### config.mk
export PLATFORM = sky130hd
export DESIGN_NAME = axil_drop_ctrl_regs_flat
export DESIGN_NICKNAME = d
export VERILOG_FILES = /design/src/rtl/axil_drop_ctrl_regs_if.sv /design/src/rtl/axil_drop_ctrl_regs.sv /design/src/flat_wrapper.sv
export SDC_FILE = /design/constraint.sdc
export NUM_CORES = 1
export LEC_CHECK = 0
export ABC_AREA = 0
export BUFFER_PORTS_ARGS = -buffer_cell sky130_fd_sc_hd__clkbuf_2
export CORE_ASPECT_RATIO = 0.8
export CORE_MARGIN = 8
export CORE_UTILIZATION = 51
export CTS_CLUSTER_SIZE = 25
export DETAILED_ROUTE_END_ITERATION = 10
export PLACE_DENSITY = 0.79
export SYNTH_ARGS = -nofsm -noshare
export SYNTH_HDL_FRONTEND = slang
export SYNTH_SLANG_ARGS = --single-unit
### constraint.sdc
create_clock -name axil_aclk -period 6.56 [get_ports axil_aclk]
set_clock_uncertainty 0.1 [all_clocks]
set_input_delay 1.312 -clock axil_aclk [delete_from_list [all_inputs] [get_ports axil_aclk]]
set_output_delay 1.312 -clock axil_aclk [all_outputs]
set_load 0.03 [all_outputs]
### src/rtl/axil_drop_ctrl_regs_if.sv
// AXI4-Lite bus bundle for the drop-filter register block.
interface axil_drop_ctrl_regs_if #(
    parameter int unsigned ADDR_WIDTH = 32
) ();
    logic                  awvalid;
    logic [ADDR_WIDTH-1:0] awaddr;
    logic                  awready;
    logic                  wvalid;
    logic [31:0]           wdata;
    logic                  wready;
    logic                  bvalid;
    logic [1:0]            bresp;
    logic                  bready;
    logic                  arvalid;
    logic [ADDR_WIDTH-1:0] araddr;
    logic                  arready;
    logic                  rvalid;
    logic [31:0]           rdata;
    logic [1:0]            rresp;
    logic                  rready;

    modport slave (
        input  awvalid, awaddr, wvalid, wdata, bready, arvalid, araddr, rready,
        output awready, wready, bvalid, bresp, arready, rvalid, rdata, rresp
    );

    modport master (
        output awvalid, awaddr, wvalid, wdata, bready, arvalid, araddr, rready,
        input  awready, wready, bvalid, bresp, arready, rvalid, rdata, rresp
    );
endinterface

### src/rtl/axil_drop_ctrl_regs.sv
// AXI4-Lite register file for the plugin drop filter: drop enable, scratch,
// and saturating drop/pass packet counters.
module axil_drop_ctrl_regs #(
    parameter logic [31:0] BASE_ADDR  = 32'h0000_1000,
    parameter int unsigned ADDR_WIDTH = 32,
    parameter logic [15:0] BLOCK_ID   = 16'hD120
) (
    input  logic                        axil_aclk,
    input  logic                        axil_rst,
    axil_drop_ctrl_regs_if.slave        s_axil,
    input  logic                        pkt_drop,
    input  logic                        pkt_pass,
    output logic                        drop_en
);

    localparam int unsigned DATA_W = 32;
    localparam int unsigned OFF_W  = 10;

    localparam logic [ADDR_WIDTH-1:0] BASE_A = ADDR_WIDTH'(BASE_ADDR);
    localparam logic [1:0]            RESP_OKAY   = 2'b00;
    localparam logic [1:0]            RESP_SLVERR = 2'b10;
    localparam logic [DATA_W-1:0]     CNT_MAX     = '1;

    localparam logic [OFF_W-1:0] OFF_CTRL     = OFF_W'(0);
    localparam logic [OFF_W-1:0] OFF_STATUS   = OFF_W'(1);
    localparam logic [OFF_W-1:0] OFF_DROP_CNT = OFF_W'(2);
    localparam logic [OFF_W-1:0] OFF_PASS_CNT = OFF_W'(3);
    localparam logic [OFF_W-1:0] OFF_SCRATCH  = OFF_W'(4);

    function automatic logic hit_window(input logic [ADDR_WIDTH-1:0] addr);
        return addr[ADDR_WIDTH-1:12] == BASE_A[ADDR_WIDTH-1:12];
    endfunction

    function automatic logic [DATA_W-1:0] cnt_next(input logic [DATA_W-1:0] cnt,
                                                   input logic pulse,
                                                   input logic clr);
        if (clr) begin
            return '0;
        end
        if (pulse && (cnt != CNT_MAX)) begin
            return cnt + DATA_W'(1);
        end
        return cnt;
    endfunction

    // Write channel state
    logic                  awready_q, awready_d;
    logic                  wready_q,  wready_d;
    logic [ADDR_WIDTH-1:0] awaddr_q,  awaddr_d;
    logic [DATA_W-1:0]     wdata_q,   wdata_d;
    logic                  bvalid_q,  bvalid_d;
    logic [1:0]            bresp_q,   bresp_d;

    // Read channel state
    logic                  arready_q, arready_d;
    logic                  rvalid_q,  rvalid_d;
    logic [DATA_W-1:0]     rdata_q,   rdata_d;
    logic [1:0]            rresp_q,   rresp_d;

    // Register contents
    logic                  drop_en_q,  drop_en_d;
    logic [DATA_W-1:0]     scratch_q,  scratch_d;
    logic [DATA_W-1:0]     drop_cnt_q, drop_cnt_d;
    logic [DATA_W-1:0]     pass_cnt_q, pass_cnt_d;

    logic                  aw_hs_c;
    logic                  w_hs_c;
    logic                  b_hs_c;
    logic                  ar_hs_c;
    logic                  r_hs_c;
    logic                  wr_commit_c;
    logic                  wr_hit_c;
    logic [OFF_W-1:0]      wr_off_c;
    logic                  cnt_clr_c;
    logic [DATA_W-1:0]     rd_data_c;
    logic [1:0]            rd_resp_c;
    logic                  unused_addr_lsb;

    assign aw_hs_c     = s_axil.awvalid & awready_q;
    assign w_hs_c      = s_axil.wvalid  & wready_q;
    assign b_hs_c      = bvalid_q & s_axil.bready;
    assign ar_hs_c     = s_axil.arvalid & arready_q;
    assign r_hs_c      = rvalid_q & s_axil.rready;
    // A write commits one edge after both beats are held and no response is pending.
    assign wr_commit_c = ~awready_q & ~wready_q & ~bvalid_q;
    assign wr_hit_c    = hit_window(awaddr_q);
    assign wr_off_c    = awaddr_q[11:2];

    assign unused_addr_lsb = ^{awaddr_q[1:0], s_axil.araddr[1:0]};

    // Read decode from current register state (pre-edge snapshot)
    always_comb begin : rd_mux
        rd_data_c = '0;
        rd_resp_c = RESP_OKAY;
        if (!hit_window(s_axil.araddr)) begin
            rd_resp_c = RESP_SLVERR;
        end else begin
            case (s_axil.araddr[11:2])
                OFF_CTRL:     rd_data_c = {31'd0, drop_en_q};
                OFF_STATUS:   rd_data_c = {BLOCK_ID, 15'd0, drop_en_q};
                OFF_DROP_CNT: rd_data_c = drop_cnt_q;
                OFF_PASS_CNT: rd_data_c = pass_cnt_q;
                OFF_SCRATCH:  rd_data_c = scratch_q;
                default:      rd_data_c = '0;
            endcase
        end
    end

    // Write address/data capture, register update and response
    always_comb begin : wr_path
        awready_d = awready_q;
        wready_d  = wready_q;
        awaddr_d  = awaddr_q;
        wdata_d   = wdata_q;
        bvalid_d  = bvalid_q;
        bresp_d   = bresp_q;
        drop_en_d = drop_en_q;
        scratch_d = scratch_q;
        cnt_clr_c = 1'b0;

        if (aw_hs_c) begin
            awaddr_d  = s_axil.awaddr;
            awready_d = 1'b0;
        end
        if (w_hs_c) begin
            wdata_d  = s_axil.wdata;
            wready_d = 1'b0;
        end
        if (wr_commit_c) begin
            bvalid_d = 1'b1;
            bresp_d  = wr_hit_c ? RESP_OKAY : RESP_SLVERR;
            if (wr_hit_c) begin
                case (wr_off_c)
                    OFF_CTRL: begin
                        drop_en_d = wdata_q[0];
                        cnt_clr_c = wdata_q[1];
                    end
                    OFF_SCRATCH: scratch_d = wdata_q;
                    default: ;
                endcase
            end
        end
        if (b_hs_c) begin
            bvalid_d  = 1'b0;
            awready_d = 1'b1;
            wready_d  = 1'b1;
        end
    end

    // Read response capture; arready stays low while a response is pending
    always_comb begin : rd_path
        arready_d = arready_q;
        rvalid_d  = rvalid_q;
        rdata_d   = rdata_q;
        rresp_d   = rresp_q;
        if (ar_hs_c) begin
            arready_d = 1'b0;
            rvalid_d  = 1'b1;
            rdata_d   = rd_data_c;
            rresp_d   = rd_resp_c;
        end
        if (r_hs_c) begin
            arready_d = 1'b1;
            rvalid_d  = 1'b0;
        end
    end

    // Saturating counters; a clear on the same edge as a pulse wins
    always_comb begin : cnt_path
        drop_cnt_d = cnt_next(drop_cnt_q, pkt_drop, cnt_clr_c);
        pass_cnt_d = cnt_next(pass_cnt_q, pkt_pass, cnt_clr_c);
    end

    always_ff @(posedge axil_aclk or posedge axil_rst) begin : state_reg
        if (axil_rst) begin
            awready_q  <= 1'b1;
            wready_q   <= 1'b1;
            awaddr_q   <= '0;
            wdata_q    <= '0;
            bvalid_q   <= 1'b0;
            bresp_q    <= RESP_OKAY;
            arready_q  <= 1'b1;
            rvalid_q   <= 1'b0;
            rdata_q    <= '0;
            rresp_q    <= RESP_OKAY;
            drop_en_q  <= 1'b0;
            scratch_q  <= '0;
            drop_cnt_q <= '0;
            pass_cnt_q <= '0;
        end else begin
            awready_q  <= awready_d;
            wready_q   <= wready_d;
            awaddr_q   <= awaddr_d;
            wdata_q    <= wdata_d;
            bvalid_q   <= bvalid_d;
            bresp_q    <= bresp_d;
            arready_q  <= arready_d;
            rvalid_q   <= rvalid_d;
            rdata_q    <= rdata_d;
            rresp_q    <= rresp_d;
            drop_en_q  <= drop_en_d;
            scratch_q  <= scratch_d;
            drop_cnt_q <= drop_cnt_d;
            pass_cnt_q <= pass_cnt_d;
        end
    end

    assign s_axil.awready = awready_q;
    assign s_axil.wready  = wready_q;
    assign s_axil.bvalid  = bvalid_q;
    assign s_axil.bresp   = bresp_q;
    assign s_axil.arready = arready_q;
    assign s_axil.rvalid  = rvalid_q;
    assign s_axil.rdata   = rdata_q;
    assign s_axil.rresp   = rresp_q;
    assign drop_en        = drop_en_q;

endmodule
### src/flat_wrapper.sv
// flat-port wrapper written by rule: the top's interface ports become plain ports
module axil_drop_ctrl_regs_flat 
#(
    parameter logic [31:0] BASE_ADDR  = 32'h0000_1000,
    parameter int unsigned ADDR_WIDTH = 32,
    parameter logic [15:0] BLOCK_ID   = 16'hD120
)
  (axil_aclk, axil_rst, pkt_drop, pkt_pass, drop_en, s_axil_awvalid, s_axil_awaddr, s_axil_wvalid, s_axil_wdata, s_axil_bready, s_axil_arvalid, s_axil_araddr, s_axil_rready, s_axil_awready, s_axil_wready, s_axil_bvalid, s_axil_bresp, s_axil_arready, s_axil_rvalid, s_axil_rdata, s_axil_rresp);
  axil_drop_ctrl_regs_if #(.ADDR_WIDTH(ADDR_WIDTH)) s_axil_i ();
  input  logic axil_aclk;
  input  logic axil_rst;
  input  logic pkt_drop;
  input  logic pkt_pass;
  output logic drop_en;
  input wire logic [$bits(s_axil_i.awvalid)-1:0] s_axil_awvalid;
  input wire logic [$bits(s_axil_i.awaddr)-1:0] s_axil_awaddr;
  input wire logic [$bits(s_axil_i.wvalid)-1:0] s_axil_wvalid;
  input wire logic [$bits(s_axil_i.wdata)-1:0] s_axil_wdata;
  input wire logic [$bits(s_axil_i.bready)-1:0] s_axil_bready;
  input wire logic [$bits(s_axil_i.arvalid)-1:0] s_axil_arvalid;
  input wire logic [$bits(s_axil_i.araddr)-1:0] s_axil_araddr;
  input wire logic [$bits(s_axil_i.rready)-1:0] s_axil_rready;
  output wire logic [$bits(s_axil_i.awready)-1:0] s_axil_awready;
  output wire logic [$bits(s_axil_i.wready)-1:0] s_axil_wready;
  output wire logic [$bits(s_axil_i.bvalid)-1:0] s_axil_bvalid;
  output wire logic [$bits(s_axil_i.bresp)-1:0] s_axil_bresp;
  output wire logic [$bits(s_axil_i.arready)-1:0] s_axil_arready;
  output wire logic [$bits(s_axil_i.rvalid)-1:0] s_axil_rvalid;
  output wire logic [$bits(s_axil_i.rdata)-1:0] s_axil_rdata;
  output wire logic [$bits(s_axil_i.rresp)-1:0] s_axil_rresp;
  assign s_axil_i.awvalid = s_axil_awvalid;
  assign s_axil_i.awaddr = s_axil_awaddr;
  assign s_axil_i.wvalid = s_axil_wvalid;
  assign s_axil_i.wdata = s_axil_wdata;
  assign s_axil_i.bready = s_axil_bready;
  assign s_axil_i.arvalid = s_axil_arvalid;
  assign s_axil_i.araddr = s_axil_araddr;
  assign s_axil_i.rready = s_axil_rready;
  assign s_axil_awready = s_axil_i.awready;
  assign s_axil_wready = s_axil_i.wready;
  assign s_axil_bvalid = s_axil_i.bvalid;
  assign s_axil_bresp = s_axil_i.bresp;
  assign s_axil_arready = s_axil_i.arready;
  assign s_axil_rvalid = s_axil_i.rvalid;
  assign s_axil_rdata = s_axil_i.rdata;
  assign s_axil_rresp = s_axil_i.rresp;
  axil_drop_ctrl_regs #(.BASE_ADDR(BASE_ADDR), .ADDR_WIDTH(ADDR_WIDTH), .BLOCK_ID(BLOCK_ID)) u_core (.axil_aclk(axil_aclk), .axil_rst(axil_rst), .s_axil(s_axil_i), .pkt_drop(pkt_drop), .pkt_pass(pkt_pass), .drop_en(drop_en));
endmodule
Word-level counts from Yosys, hierarchy flattened
Index checks and enable logic that the tools add are counted.
W data, S select, Z words.
- bits in registers: 202
- bits of input ports: 105
- output and inout port bits: 42
- add/sub/neg operators: 2
- equal/unequal tests: 9
- multiplexer cells: 29
- bitwise logic cells: 10
- reductions and logical operators: 12
- operators with widths (kind ; number):
    $mux W32 ; 8
    $pmux W32 S5 ; 1
    $add A32 B1 Y32 const B ; 2
    $ne A32 B32 Y1 const B ; 2
    $eq A20 B1 Y1 const B ; 2
    $eq A10 B2 Y1 const B ; 2
    $eq A10 B3 Y1 const B ; 2
    $logic_not A10 Y1 ; 2
    $mux W1 ; 18
    $reduce_bool A2 Y1 ; 6
    $eq A10 B1 Y1 const B ; 1
    $and A1 B1 Y1 ; 7
    $reduce_and A3 Y1 ; 2
    $mux W2 ; 2
    $not A1 Y1 ; 3
    $logic_and A1 B1 Y1 ; 2

Logic depth before layout (Yosys ltp)
Gate-level depths: netlist of the first run.
- depth after elaboration: 8
- gate-level depth with buffers: 7
- mapped depth without buffers: 6

Least setup slack after synthesis of the first run
No wires, ideal clock.
- path kind: input-to-reg
- from: input port s_axil_araddr[9]
- to: register u_core.rdata_q[11], in the netlist u_core.s_axil.rdata[11]
- setup time: 0.090 ns
- arrival: 2.794 ns
- path slack: 3.575 ns
- stages on the path: 6
- path buffers: 1
- cells stage by stage: or4_4 > nor3_4 > and2_1 > buf_2 > nand2_1 > o221ai_1
- longest elaborated chain between the ends: 3
- elaborated cells on any way between the ends: 7
- classes of those cells: eq/ne: 4; mux: 2; reduce/logical: 1
- ends and longest elaborated chain (item ; line ; text):
    from (decl) ; flat_wrapper.sv:21 ; input wire logic [$bits(s_axil_i.araddr)-1:0] s_axil_araddr;
    $eq A10 B3 Y1 (tied with other cells) ; axil_drop_ctrl_regs.sv:98 ; case (s_axil.araddr[11:2])
    $pmux W32 S5 * ; axil_drop_ctrl_regs.sv:98 ;
    $mux W32 * ; axil_drop_ctrl_regs.sv:95 ; if (!hit_window(s_axil.araddr)) begin
    to (signal assigned) ; axil_drop_ctrl_regs.sv:199 ; rdata_q <= rdata_d;
    to (decl) ; axil_drop_ctrl_regs.sv:57 ; logic [DATA_W-1:0] rdata_q, rdata_d;
Mark *: on every way between the ends. The rest lies on a longest branch, timed or not.
A chain may end at the register's enable or synchronous reset.

Worst setup path in the final report of the first run
Same ends and word-level chain as after synthesis.

==> results.toml, run 1 <==
[route]
drc = 0
firstDrtPassIters = 6
viasPerCell = 6.08
num_vias = 7266
ant_nets = 0
routed_wl_um = 23500
drt_iter0_drc = 657
wl_per_cell_um = 19.7

[logic_synthesis]
async_flop_share_pct = 100
synth_seq_cells = 198
synth_edf_count = 0
syn_avg_cell_area_um2 = 11.4
synthFlopType = "dfrtp_1"
netlist.top_cell.by_area = "dfrtp_1"
synth_top_area_share_pct = 52.1
synth_top_family_by_area = "simple AND/OR/NAND/NOR gates"
synthMuxAreaShare_pct = 12.0
netlist_instances = 823
synth-simple-area-share_pct = 16.7
synth_area_mm2 = 0.00937
synth_compound_area_share_pct = 12.8
synth_seq_area_share_pct = 52.9
ys_warn_count = 0
ys_types = 62
synthAdderAreaFrac_pct = 0.267
synth_xor_area_share_pct = 1.78
synth_area_leaders = "dfrtp_1 (52%), mux2_2 (12%), nand2_1 (2.3%), nand3_1 (2.0%), o21ai_0 (2.0%)"

[placement]
dp_cells = 1163
gp_congestion = 0.868
hpwl_um = 16400
place_ws_ns = 2.56
io_buffers = 140

[sta]
rsz0062_at_grt = "false"
setup_slack_ns = 2.90
tightestPinTransition_ns = 1.23
post-route-period-util_pct = 55.8
maxSlewHeadroom_pct = 17.7
finalSetupTns_ns = 0
slew_violations = 0
layout_min_cycle_time_ns = 3.66
holdWs_ns = 0.381
setup_viol = 0
hold_violations = 0
max_freq_ghz = 0.273

[critical_path]
cp-start-kind = "input pin"
cp_top_family = "simple AND/OR/NAND/NOR gates"
cp_num_buf_inv = 1
cpPeakStageDelay_ns = 0.72
end_kind = "flop"
crit_slowest_cell = "and2_1"
arrival_ns = 3.90
path_cells = "clkbuf_2 -> or4_4 -> nor3_4 -> and2_1 -> nand2_1 -> o221ai_1"
cp_max_fo = 19
critPathKind = "in -> reg"
worst_ep_required_time_ns = 6.79

[global_routing]
antenna_found_initial = 0
grt_pass1_vias = 7313
grt_pass1_wl_um = 37700
grt.overflow.total = 0
grt_usage_pct = 20.6
grt_max_degree = 153

[outcome]
outcome = "complete, no violations"

[floorplanning]
die_w_um = 168
start_util_pct = 51.9
core_area_mm2 = 0.0181
dieArea_mm2 = 0.0230
dieHeight_um = 137
io_pins = 147
rows = 44

[hold_path]
hold_class = "reg -> reg"

[layout]
syn_to_final_growth_pct = 15.8
nFillCells = 1501
nets = 1059
final_cells = 1195
drive_gt1_share_pct = 31.5
diodes = 0

[clocking]
cts_buffers = 17
cts_tree = "done"
clockBufferDepth = 2
cts.htree.levels = 4
clockRootBuffer = "clkbuf_16"
cts.clk_slew.worst_paths_ns = 0.07
clk_latency_ns = 0.44
cts_sinks = 198
cts-hold-fix-buffers = 0
cts_setup_buffers = 0
cts_resized = 0

[flow_run]
drv_cap = 0

[power_and_ir_drop]
p_leak_uw = 0.00486
p_per_area_mw_per_mm2 = 299
irDropWorstVdd_uv = 225
total_power_uw = 3240
[worst min-delay path, stage by stage, from the launching register on]
cell and delay (ns):
dfrtp_1 0.34, nand2_1 0.05, o21ai_0 0.06
[cells in the mapped netlist (16+ instances only)]
| library cell | count |
|---|---|
| nand4_1 | 20 |
| a22oi_1 | 24 |
| or3_1 | 22 |
| nor2_1 | 33 |
| a21oi_1 | 37 |
| nand2_1 | 57 |
| inv_1 | 21 |
| and4_1 | 16 |
| nand3_1 | 38 |
| o21ai_0 | 38 |
| mux2_2 | 96 |
| dfrtp_1 | 195 |
[per-stage QoR]
stage                     util, %  area, um2
after detailed placement     56.6      10200
after floorplan                 -       9380
after global placement       56.6      10200
final                        60.1      10900
after CTS                    60.1      10900
after global routing         60.1      10900
[placed cells by master, fill, tap and decap left out, types with 14 or more instances in the layout]
cell / instances
mux2_2: 96
nand4_1: 20
o21ai_0: 38
clkbuf_2: 140
dfrtp_1: 195
or4_1: 15
o211ai_1: 15
clkbuf_16: 17
nor2_1: 33
a22oi_1: 24
and4_1: 16
a21oi_1: 37
or3_1: 22
nand2_1: 57
nand3_1: 38
inv_1: 20
and3_1: 14
[where the power goes]
part	switching (uW)	internal (uW)	total (uW)
Clock	480	640	1120
Combinational	217	262	479
Sequential	178	1470	1640
[final timing paths]
check	startpoint	depth (start not counted)	slack [ns]	to
max	s_axil_araddr[9]	6	2.90	u_core.s_axil.rdata[11]
min	u_core.s_axil.rdata[16]	2	0.38	u_core.s_axil.rdata[16]
max reg2reg	u_core.s_axil.bvalid	6	3.55	u_core.scratch_q[2]
min reg2reg	u_core.s_axil.rdata[16]	2	0.38	u_core.s_axil.rdata[16]
max in group asynchronous	axil_rst	4	4.12	u_core.s_axil.rdata[8]
min in group asynchronous	axil_rst	3	0.93	u_core.drop_cnt_q[25]
[per-layer routing]
metal / global-route usage (%) / wire [um] / up-vias
li1: - / - / 3343
met1: 28.0 / 10500 / 3572
met2: 30.7 / 10200 / 317
met3: 7.02 / 2260 / 34
met4: 6.78 / 483 / 0
met5: 0 / 0 / -
[sequential cells by signal, indices dropped and copies added, names as in the netlist]
| name | cells |
|---|---|
| u_core.drop_en | 1 |
| u_core.drop_cnt_q | 32 |
| u_core.s_axil.rdata | 32 |
| u_core.s_axil.wready | 1 |
| u_core.s_axil.arready | 1 |
| u_core.s_axil.bvalid | 1 |
| u_core.s_axil.awready | 1 |
| u_core.s_axil.rvalid | 1 |
| u_core.wdata_q | 32 |
| u_core.scratch_q | 32 |
| u_core.pass_cnt_q | 32 |
| u_core.awaddr_q | 30 |
| u_core.s_axil.bresp | 1 |
| u_core.s_axil.rresp | 1 |
[cell families (layout without fill, tap and decap cells)]
logic type / Yosys count / in the layout
mux: 100 / 100
compound gates: 175 / 175
other cells: 1 / 2
xor+xnor: 19 / 19
flops: 198 / 198
simple gates: 265 / 265
buf+inv: 63 / 204
fa+ha+maj: 2 / 2
[cell type report]
type | instances | area [um2] | share of cell area, %
clock buffers | 20 | 467 | 4.30
flip-flops and latches | 198 | 4960 | 45.7
inverters | 21 | 82.6 | 0.761
repair buffers | 151 | 796 | 7.33
clock inverters | 12 | 165 | 1.52
multi-input cells | 563 | 4100 | 37.7
well taps | 230 | 288 | 2.65
No activity file was read; power rests on OpenSTA's default activity.
==> inputs of run 2 (changes only) <==
--- a/config.mk
+++ b/config.mk
@@ -5,14 +5,14 @@
 export SDC_FILE = /design/constraint.sdc
 export NUM_CORES = 1
 export LEC_CHECK = 0
-export ABC_AREA = 0
+export ABC_AREA = 1
 export BUFFER_PORTS_ARGS = -buffer_cell sky130_fd_sc_hd__clkbuf_2
 export CORE_ASPECT_RATIO = 0.8
 export CORE_MARGIN = 8
-export CORE_UTILIZATION = 51
+export CORE_UTILIZATION = 59
 export CTS_CLUSTER_SIZE = 25
 export DETAILED_ROUTE_END_ITERATION = 10
-export PLACE_DENSITY = 0.79
+export PLACE_DENSITY = 0.84
 export SYNTH_ARGS = -nofsm -noshare
 export SYNTH_HDL_FRONTEND = slang
 export SYNTH_SLANG_ARGS = --single-unit
==> constraint.sdc (replaced) <==
create_clock -name axil_aclk -period 3.69 [get_ports axil_aclk]
set_clock_uncertainty 0.1 [all_clocks]
set_input_delay 0.738 -clock axil_aclk [delete_from_list [all_inputs] [get_ports axil_aclk]]
set_output_delay 0.738 -clock axil_aclk [all_outputs]
set_load 0.03 [all_outputs]
==> results.toml, run 2 <==
[outcome]
outcome = "complete, no violations"

[logic_synthesis]
synthFlopType = "dfrtp_1"
synth_common_cells = "nand2_1 (491), nor2_1 (203), nand3_1 (201)"
ys_types = 38
synth_top_area_share_pct = 44.2
synth_seq_cells = 198
synth_edf_count = 0
synth_area_mm2 = 0.0110
yosysMostFrequentCell = "nand2_1"
ys_warn_count = 0
syn_avg_cell_area_um2 = 7.41
async_flop_share_pct = 100
netlist.top_cell.by_area = "dfrtp_1"
synth_seq_area_share_pct = 45.0
netlist_instances = 1488
synth_area_leaders = "dfrtp_1 (44%), nand2_1 (17%), nand3_1 (9.1%), nor2_1 (6.9%), mux2_2 (5.4%)"

[route]
num_vias = 10200
routed_wl_um = 30800
drt_iter0_drc = 1194
wl_per_cell_um = 16.5
drc = 0
viasPerCell = 5.46
ant_nets = 0
firstDrtPassIters = 6

[critical_path]
worst_ep_required_time_ns = 3.92
path_cells = "ha_1 -> inv_1 -> nor2_4 -> nand2_4 -> nor2_4 -> nand2_4 -> nand2_8 -> inv_1 -> nand3_1 -> nand2_1"
arrival_ns = 2.74
cpPeakStageDelay_ns = 0.58
cp_max_fo = 51
crit_slowest_cell = "dfrtp_1"
critPathKind = "reg -> reg"
end_kind = "flop"
cp-start-kind = "flop"
r2r_slack_ns = 1.18

[sta]
rsz0062_at_grt = "false"
tightestPinTransition_ns = 1.10
maxSlewHeadroom_pct = 26.7
post-route-period-util_pct = 68.0
setup_viol = 0
slew_violations = 0
max_freq_ghz = 0.398
finalSetupTns_ns = 0
layout_min_cycle_time_ns = 2.51
hold_violations = 0

[hold_path]
hold_class = "in -> async"

[layout]
nets = 1710
final_common_cell = "nand2_1"
fin_util_pct = 68.4
nFillCells = 1468
syn_to_final_growth_pct = 13.0
drive_gt1_share_pct = 16.8
final_cell_mix = "nand2_1 (491), nor2_1 (202), nand3_1 (201)"
diodes = 0

[clocking]
cts_buffers = 17
clk_latency_ns = 0.46
cts-hold-fix-buffers = 0
cts.clk_slew.worst_paths_ns = 0.08
clockBufferDepth = 2
cts.htree.levels = 4
clockRootBuffer = "clkbuf_16"
cts_resized = 0
cts_setup_buffers = 0
cts_sinks = 198
cts_tree = "done"

[global_routing]
grt_usage_pct = 26.7
grt_pass1_vias = 9942
antenna_found_initial = 1
grt.overflow.total = 0
grt_max_degree = 171
grt_pass1_wl_um = 50200

[floorplanning]
core_area_mm2 = 0.0182
dieArea_mm2 = 0.0234
die_w_um = 169
dieHeight_um = 138
rows = 44
io_pins = 147
start_util_pct = 60.5

[power_and_ir_drop]
p_per_area_mw_per_mm2 = 474
irDropWorstVdd_uv = 418
p_leak_uw = 0.00657

[placement]
hpwl_um = 22300
gp_congestion = 0.988
io_buffers = 140

[flow_run]
drv_cap = 0
==> run 2: per-layer routing <==
layer	GRT usage [%]	routed length, um
met3	9.50	3670
met1	35.3	12800
met2	40.0	13500
met5	0	9
met4	9.43	853
==> run 2: final cells by class <==
type                       instances  area [um2]  share of cell area [%]
tap                              253         317                    2.54
multi-input combinational       1083        5190                    41.6
timing repair buffer             151         796                    6.38
inverter                         152         577                    4.63
sequential                       198        4960                    39.8
clock buffer                      17         425                    3.41
clock inverter                    15         209                    1.68
==> run 2: kinds of logic after synthesis <==
| family | after synthesis | synth area share (%) |
|---|---|---|
| and+or+nand+nor | 942 | 36.3 |
| DFF | 198 | 45.0 |
| AOI/OAI and AO/OA | 58 | 2.81 |
| buffers and inverters | 208 | 8.16 |
| adders and majority gates | 2 | 0.227 |
| muxes | 53 | 5.41 |
| other | 1 | 0.0340 |
| xor gates and xnor gates | 26 | 2.06 |
==> run 2: path summary, 6_finish.rpt <==
path / from / to / depth (start not counted)
worst max-delay path: u_core.drop_cnt_q[0] / u_core.drop_cnt_q[30] / 10
worst min-delay path: axil_rst / u_core.s_axil.rvalid / 3
worst max register to register: u_core.drop_cnt_q[0] / u_core.drop_cnt_q[30] / 10
worst min register to register: u_core.s_axil.rdata[13] / u_core.s_axil.rdata[13] / 2
max in group asynchronous: axil_rst / u_core.pass_cnt_q[6] / 3
min in group axil_aclk: s_axil_wvalid / u_core.s_axil.wready / 2
==> run 2: stage by stage <==
step                setup WS (ns)  hold slack (ns)  cells  total power [uW]  area, um2
finish                       1.18            0.300   1869              5910      12500
detailed placement           1.03            0.366   1837              3940      11800
CTS                          1.25            0.312   1869              5920      12500
global placement             1.14            0.364   1837              3840      11800
global route                0.924            0.346   1869              6150      12500
floorplan                   0.294            0.362   1489              3600      11000
==> run 2: where the power goes <==
group	switching, uW	internal, uW	total (uW)
logic	536	465	1000
registers	323	2590	2910
clock network	1050	950	2000
total	1910	4000	5910
==> run 2: worst max-delay path: cells and delay by family, from the launching register on <==
kind	cells	cell delay, ns
simple gates	7	1.05
fa+ha+maj	1	0.32
buf+inv	2	0.32
flops	1	0.58
==> inputs of run 3 (changes only) <==
==> constraint.sdc (replaced) <==
create_clock -name axil_aclk -period 2.4 [get_ports axil_aclk]
set_clock_uncertainty 0.1 [all_clocks]
set_input_delay 0.48 -clock axil_aclk [delete_from_list [all_inputs] [get_ports axil_aclk]]
set_output_delay 0.48 -clock axil_aclk [all_outputs]
set_load 0.03 [all_outputs]
==> results.toml, run 3 (synthesis results as in run 2) <==
[outcome]
outcome = "complete, no violations"

[clocking]
cts_buffers = 17
cts.clk_slew.worst_paths_ns = 0.08
cts.htree.levels = 4
clockRootBuffer = "clkbuf_16"
cts_setup_buffers = 0
cts_sinks = 198
cts-hold-fix-buffers = 1
cts_tree = "done"
cts_resized = 0
clockBufferDepth = 2
clk_latency_ns = 0.45

[sta]
post-route-period-util_pct = 91.6
maxSlewHeadroom_pct = 64.6
setup_slack_ns = 0.203
rsz0062_at_grt = "false"
holdWs_ns = 0.111
max_freq_ghz = 0.455
tightestPinTransition_ns = 0.531
setup_viol = 0
layout_min_cycle_time_ns = 2.20
finalSetupTns_ns = 0
hold_violations = 0
slew_violations = 0

[route]
firstDrtPassIters = 6
ant_nets = 0
drc = 0
viasPerCell = 5.52
num_vias = 10500
routed_wl_um = 31800
drt_iter0_drc = 1166
wl_per_cell_um = 16.8

[global_routing]
grt_pass1_vias = 9906
grt.overflow.total = 0
grt_max_degree = 109
grt_pass1_wl_um = 51100
grt_usage_pct = 27.2
antenna_found_initial = 0

[floorplanning]
rows = 44
io_pins = 147
dieArea_mm2 = 0.0234
start_util_pct = 60.5
core_area_mm2 = 0.0182
die_w_um = 169
dieHeight_um = 138

[layout]
multi_input_area_mm2 = 0.00519
drive_gt1_share_pct = 18.2
final_common_cell = "nand2_1"
nets = 1740
syn_to_final_growth_pct = 15.6
final_cells = 1899
diodes = 0
final_cell_mix = "nand2_1 (491), nor2_1 (202), nand3_1 (201)"
regArea_mm2 = 0.00496
nFillCells = 1484

[power_and_ir_drop]
p_per_area_mw_per_mm2 = 705
power_frac_clock_pct = 33.3
p_seq_share_pct = 49.4
irDropWorstVdd_uv = 774
p_leak_uw = 0.00674
switching_share_pct = 31.7
p_sw_uw = 2850
total_power_uw = 8980
internal_power_uw = 6140
combPwrFrac_pct = 17.3

[critical_path]
end_kind = "flop"
worstReg2RegStart = "u_core.drop_cnt_q[1]"
worst_ep_required_time_ns = 2.63
cp-start-kind = "flop"
startpoint = "u_core.drop_cnt_q[1]"
r2r_slack_ns = 0.20
cp_max_fo = 30
critPathKind = "reg -> reg"
arrival_ns = 2.43

[flow_run]
drv_cap = 0

[placement]
hpwl_um = 23300
gp_congestion = 0.976
place_ws_ns = 0.248
dp_cells = 1866
io_buffers = 140

[hold_path]
hold_class = "in -> reg"
hp-start = "s_axil_awvalid"
## run 3: stage by stage
step | utilization, % | cell area (um2)
floorplan | - | 11000
global placement | 66.5 | 12100
detailed placement | 66.5 | 12100
CTS | 70.0 | 12700
global route | 70.0 | 12700
finish | 70.0 | 12700
## run 3: final timing paths
check,to,cells after the start
min reg2reg,u_core.s_axil.arready,2
max,u_core.drop_cnt_q[26],11
min in group asynchronous,u_core.pass_cnt_q[8],3
min,u_core.s_axil.awready,2
max reg2reg,u_core.drop_cnt_q[26],11
max in group asynchronous,u_core.s_axil.wready,4
## run 3: power groups by stage
stage | logic, uW | registers (uW) | clock network, uW
after global routing | 1720 | 4510 | 3140
after global placement | 1460 | 4440 | 0
after detailed placement | 1550 | 4480 | 0
after floorplan | 1130 | 4410 | 0
final | 1550 | 4440 | 2990
after CTS | 1570 | 4420 | 3020
## run 3: cell type report
class                           instances  share of cell area (%)
Inverter                              152                    4.52
Tap cell                              253                    2.48
Sequential cell                       198                    38.9
Timing Repair Buffer                  181                    8.52
Clock inverter                         15                    1.57
Clock buffer                           17                    3.34
Multi-Input combinational cell       1083                    40.7
## run 3: worst max-delay path: stages, from the launching register on
cell and delay (ns):
dfrtp_1 0.48, ha_1 0.32, inv_1 0.10, nor2_4 0.20, nand2_4 0.09, nor2_4 0.17
nand2_4 0.10, nand2_8 0.12, buf_12 0.19, nor2_1 0.07, nand2_1 0.07, nand2_1 0.06
## run 3: routing by layer
layer | GRT usage [%] | routed length, um | vias up
met2 | 41.5 | 14400 | 484
met1 | 37.8 | 13700 | 4975
met3 | 7.14 | 3240 | 54
li1 | - | - | 4962
met5 | 0 | 0 | -
met4 | 6.75 | 498 | 0
